<file path="src/rtl/weight_bram_sequencer.sv">
// rtl/weight_bram_sequencer.sv - weight BRAM load/stream controller
// Owns one negedge BRAM; LOAD writes DEPTH words, READ streams them through a 2-entry credit FIFO.
module weight_bram_sequencer #(
  parameter int DEPTH = 28,
  parameter int AW    = 5,
  parameter int DW    = 16
) (
  input  logic          CLK,
  input  logic          RST_N,
  input  logic          START,
  input  logic          MODE,
  output logic          BUSY,
  output logic          DONE,
  input  logic [DW-1:0] LD_DATA,
  input  logic          LD_VALID,
  output logic          LD_READY,
  output logic [DW-1:0] W_DATA,
  output logic          W_VALID,
  input  logic          W_READY,
  output logic          W_LAST,
  output logic [AW-1:0] BRAM_ADDR,
  output logic          BRAM_EN,
  output logic          BRAM_WE,
  output logic [DW-1:0] BRAM_DI,
  input  logic [DW-1:0] BRAM_DO
);
  typedef enum logic [1:0] {S_IDLE, S_LOAD, S_READ, S_FIN} state_t;

  localparam logic [AW:0] LP_DEPTH = (AW+1)'(DEPTH);
  localparam logic [AW:0] LP_LAST  = (AW+1)'(DEPTH - 1);

  state_t        r_state;
  state_t        w_next;
  logic [AW:0]   r_count;
  logic          r_pend;
  logic          r_pend_last;
  logic [DW-1:0] r_fifo_data [2];
  logic [1:0]    r_fifo_last;
  logic          r_wr_ptr;
  logic          r_rd_ptr;
  logic [1:0]    r_occ;

  logic          w_pop;
  logic          w_issue;
  logic          w_ld_beat;

  always_comb begin
    w_next    = r_state;
    w_pop     = 1'b0;
    w_issue   = 1'b0;
    w_ld_beat = 1'b0;
    case (r_state)
      S_IDLE: begin
        if (START) w_next = MODE ? S_LOAD : S_READ;
      end
      S_LOAD: begin
        w_ld_beat = LD_VALID;
        if (LD_VALID && (r_count == LP_LAST)) w_next = S_FIN;
      end
      S_READ: begin
        w_pop   = (r_occ != 2'd0) && W_READY;
        // A read now lands in the FIFO next cycle, so reserve its slot against occupancy after this pop.
        w_issue = (r_count < LP_DEPTH) &&
                  (({1'b0, r_occ} + {2'b00, r_pend} - {2'b00, w_pop}) < 3'd2);
        if ((r_count == LP_DEPTH) && !r_pend && (r_occ == {1'b0, w_pop})) w_next = S_FIN;
      end
      S_FIN: begin
        w_next = S_IDLE;
      end
      default: begin
        w_next = S_IDLE;
      end
    endcase
  end

  always_ff @(posedge CLK or negedge RST_N) begin
    if (!RST_N) begin
      r_state        <= S_IDLE;
      r_count        <= '0;
      r_pend         <= 1'b0;
      r_pend_last    <= 1'b0;
      r_fifo_data[0] <= '0;
      r_fifo_data[1] <= '0;
      r_fifo_last    <= '0;
      r_wr_ptr       <= 1'b0;
      r_rd_ptr       <= 1'b0;
      r_occ          <= '0;
      BRAM_ADDR      <= '0;
      BRAM_EN        <= 1'b0;
      BRAM_WE        <= 1'b0;
      BRAM_DI        <= '0;
    end else begin
      r_state <= w_next;
      BRAM_EN <= 1'b0;
      BRAM_WE <= 1'b0;
      r_pend  <= w_issue;
      if ((r_state == S_IDLE) && START) r_count <= '0;
      if (w_ld_beat) begin
        BRAM_EN   <= 1'b1;
        BRAM_WE   <= 1'b1;
        BRAM_ADDR <= r_count[AW-1:0];
        BRAM_DI   <= LD_DATA;
        r_count   <= r_count + 1'b1;
      end
      if (w_issue) begin
        BRAM_EN     <= 1'b1;
        BRAM_ADDR   <= r_count[AW-1:0];
        r_pend_last <= (r_count == LP_LAST);
        r_count     <= r_count + 1'b1;
      end
      if (r_pend) begin
        r_fifo_data[r_wr_ptr] <= BRAM_DO;
        r_fifo_last[r_wr_ptr] <= r_pend_last;
        r_wr_ptr              <= ~r_wr_ptr;
      end
      if (w_pop) r_rd_ptr <= ~r_rd_ptr;
      r_occ <= r_occ + {1'b0, r_pend} - {1'b0, w_pop};
    end
  end

  assign BUSY     = (r_state != S_IDLE);
  assign DONE     = (r_state == S_FIN);
  assign LD_READY = (r_state == S_LOAD);
  assign W_VALID  = (r_occ != 2'd0);
  assign W_DATA   = r_fifo_data[r_rd_ptr];
  assign W_LAST   = W_VALID && r_fifo_last[r_rd_ptr];

endmodule

</file>
<file path="config.mk">
export PLATFORM = sky130hd
export DESIGN_NAME = weight_bram_sequencer
export DESIGN_NICKNAME = d
export VERILOG_FILES = /design/src/rtl/weight_bram_sequencer.sv
export SDC_FILE = /design/constraint.sdc
export NUM_CORES = 1
export LEC_CHECK = 0
export CORE_UTILIZATION = 38
export DETAILED_ROUTE_END_ITERATION = 16
export HOLD_SLACK_MARGIN = 0.1
export PLACE_DENSITY_LB_ADDON = 0.25
export SYNTH_ARGS = -nofsm -noshare
export SYNTH_HDL_FRONTEND = slang
export SYNTH_SLANG_ARGS = --single-unit
</file>
<file path="constraint.sdc">
create_clock -name CLK -period 5.62 [get_ports CLK]
set_clock_uncertainty 0.1 [all_clocks]
set_input_delay 0.562 -clock CLK [delete_from_list [all_inputs] [get_ports CLK]]
set_output_delay 0.562 -clock CLK [all_outputs]
set_load 0.005 [all_outputs]
</file>
==> results.json <==
{
  "status": "completed",
  "p_seq_share_pct": 37.4,
  "p_leak_uw": 0.00188,
  "comb_power_share_pct": 43.6,
  "layout-drive-gt1-share_pct": 28.8,
  "firstDrtPassIters": 4,
  "synthDistinctLibCells": 37,
  "cts_tree": "built",
  "ctsHoldBuffers": 0,
  "rrSetupSlack_ns": 2.69,
  "endpoint_kind": "register",
  "reg2reg_from": "r_occ[1]",
  "worstMarginPinSlew_ns": 0.927,
  "port_buffers": 81,
  "grt.overflow.total": 0,
  "arrival_ns": 3.05,
  "cp-start-kind": "register",
  "core_area_um2": 8180,
  "clockRootBuffer": "clkbuf_8",
  "dp.final_hpwl_mm": 4.24,
  "grt_max_degree": 38,
  "synth.avg_cell_area_um2": 13.7,
  "dp_slack_ns": 2.43,
  "final_max_slew_viol_count": 0,
  "synth_nets": 281,
  "rows": 33,
  "finalCriticalPeriod_ns": 2.93,
  "cts_max_path_buffers": 2,
  "die-area_um2": 8740,
  "cts.sinks": 71,
  "setup_violations": 0,
  "route.detailed.drc": 0,
  "antenna_found_initial": 0,
  "slew_headroom_pct": 37.9,
  "numCtsBuffers": 9,
  "synth-seq-cells": 71,
  "finalPower_uw": 2400,
  "grt_pass1_vias": 2143,
  "netlist_area_um2": 3180,
  "fin_tns_setup_ns": 0,
  "cts.clk_slew.worst_paths_ns": 0.07,
  "worstPathRequired_ns": 5.74,
  "drv_cap": 0,
  "synth_warnings": 0,
  "vias": 2090,
  "diodes": 0,
  "boundaryPins": 82,
  "final_nets": 367,
  "gp_congestion": 0.753,
  "post_cts_buffers": 0,
  "wirelength_mm": 6.08,
  "initial_core_util_pct": 38.9,
  "rsz0062_at_grt": "no",
  "p_switching_uw": 709,
  "final.setup.worst_slack_ns": 2.69,
  "fp.dieH_um": 93.5,
  "peakVddDrop_mv": 0.286,
  "die_w_um": 93.5,
  "switching_share_pct": 29.6,
  "finalHoldViolations": 0,
  "power_density_nw_per_um2": 556,
  "internal_power_uw": 1690,
  "grt_pass1_wl_mm": 9.88,
  "clk_latency_ns": 0.34,
  "synthToLayoutAreaGrowth_pct": 35.8,
  "period_share_pct": 52.2,
  "cts-resized-gates": 0,
  "min_path_type": "input pin to async pin",
  "crit_type": "register to register",
  "fillers": 704,
  "h-tree-depth": 3,
  "fmax_mhz": 341,
  "grt_use_total_pct": 14.9,
  "crit_start": "r_occ[1]",
  "synthCells": 232,
  "crit_fanout": 14,
  "wl_per_cell_um": 14.2,
  "final_antenna_net_count": 0,
  "power_frac_clock_pct": 19.1,
  "yosysSeqAreaShare_pct": 55.9,
  "dr.first_iter.drc_count": 47,
  "vias_per_cell": 4.88
}
[sequential cells by signal (all words and copies together), names as in the netlist]
register	flops
BRAM_ADDR	5
BRAM_DI	16
BRAM_EN	1
BRAM_WE	1
r_count	6
r_fifo_data	32
r_fifo_last	2
r_occ	2
r_pend	1
r_pend_last	1
r_rd_ptr	1
r_state	2
r_wr_ptr	1
[area by class of cell]
type / count / area [um^2] / share of cell area (%)
Inverter: 13 / 48.8 / 1.13
Multi-Input combinational cell: 141 / 1320 / 30.5
Clock buffer: 10 / 138 / 3.19
Clock inverter: 6 / 92.6 / 2.14
Timing Repair Buffer: 82 / 813 / 18.8
Tap cell: 105 / 131 / 3.04
Sequential cell: 71 / 1780 / 41.1
[layer usage]
layer,track usage (%),routed length (um)
met1,18.1,2730
met2,23.8,2820
met3,5.61,389
met4,6.03,133
met5,0,0
[synth_stat cells]
library cell | number | area (um^2)
a21oi_1 | 2 | 10.0
a221o_1 | 1 | 10.0
a311oi_1 | 1 | 8.76
a31o_2 | 1 | 8.76
and2_1 | 1 | 6.26
and3_1 | 1 | 6.26
and3_2 | 1 | 7.51
and3b_1 | 2 | 17.5
and4b_1 | 1 | 10.0
and4bb_2 | 1 | 12.5
buf_2 | 5 | 25.0
buf_6 | 1 | 11.3
clkbuf_1 | 1 | 3.75
dfrtp_1 | 71 | 1780
fa_1 | 1 | 20.0
ha_1 | 10 | 125
inv_1 | 12 | 45.0
inv_2 | 1 | 3.75
mux2_1 | 2 | 22.5
mux2_2 | 68 | 766
mux2i_1 | 2 | 20.0
nand2_1 | 12 | 45.0
nand2b_1 | 1 | 6.26
nand3_1 | 4 | 20.0
nand3b_1 | 3 | 22.5
nand4_1 | 1 | 6.26
nor2_1 | 5 | 18.8
nor2b_1 | 1 | 6.26
nor3_1 | 2 | 10.0
o21ai_0 | 7 | 35.0
o21bai_1 | 1 | 7.51
o31a_2 | 1 | 10.0
o31ai_1 | 1 | 7.51
o32ai_1 | 1 | 8.76
xnor2_1 | 2 | 17.5
xor2_1 | 3 | 26.3
xor2_2 | 1 | 16.3
[final timing paths]
path,to,cells after the start
min,r_fifo_data[3],1
min reg2reg,BRAM_ADDR[0],2
max reg2reg,BRAM_ADDR[4],9
max in group asynchronous,r_fifo_data[29],2
max,BRAM_ADDR[4],9
min in group CLK,BRAM_ADDR[0],2
[per-stage QoR]
step / utilization, % / hold slack, ns / std cells / area (um^2)
global route: 52.8 / 0.250 / 428 / 4320
floorplan: - / 0.166 / 232 / 3180
global placement: 50.0 / 0.366 / 412 / 4090
finish: 52.8 / 0.200 / 428 / 4320
detailed placement: 50.0 / 0.374 / 412 / 4090
CTS: 52.8 / 0.217 / 428 / 4320
[critical path, stage by stage (launching register included)]
cell,delay [ns]
dfrtp_1,0.48
nor2_1,0.17
inv_1,0.07
and2_1,0.16
ha_1,0.27
nand2b_1,0.15
fa_1,0.49
nand3b_1,0.15
o31a_2,0.47
mux2_2,0.30
[cell usage in the layout (no fill, tap or decap), drive strengths merged, types with 2 or more instances in the layout]
cell type	netlist	layout
a21oi	2	2
and3	2	2
and3b	2	2
buf	6	2
bufinv	0	2
clkbuf	1	10
clkdlybuf4s50	0	80
clkinvlp	0	2
dfrtp	71	71
ha	10	10
inv	13	14
mux2	70	70
mux2i	2	2
nand2	12	12
nand3	4	4
nand3b	3	3
nor2	5	5
nor3	2	2
o21ai	7	7
xnor2	2	2
xor2	4	4
[power by group through the flow]
| stage | sequential (uW) | clock, uW | combinational, uW |
|---|---|---|---|
| global route | 930 | 498 | 1150 |
| floorplan | 859 | 0 | 615 |
| CTS | 899 | 476 | 1070 |
| finish | 897 | 457 | 1050 |
| global placement | 900 | 0 | 1040 |
| detailed placement | 908 | 0 | 1060 |
[logic make-up after synthesis]
kind of cell	count (synthesis)	share of synthesized area (%)
adders and majority gates	11	4.56
AOI/OAI and AO/OA	16	3.34
xor gates and xnor gates	6	1.89
and+or+nand+nor	36	6.14
buffers and inverters	20	2.79
muxes	72	25.4
DFF	71	55.9
Note: power is estimated with default switching activity, not from simulation.
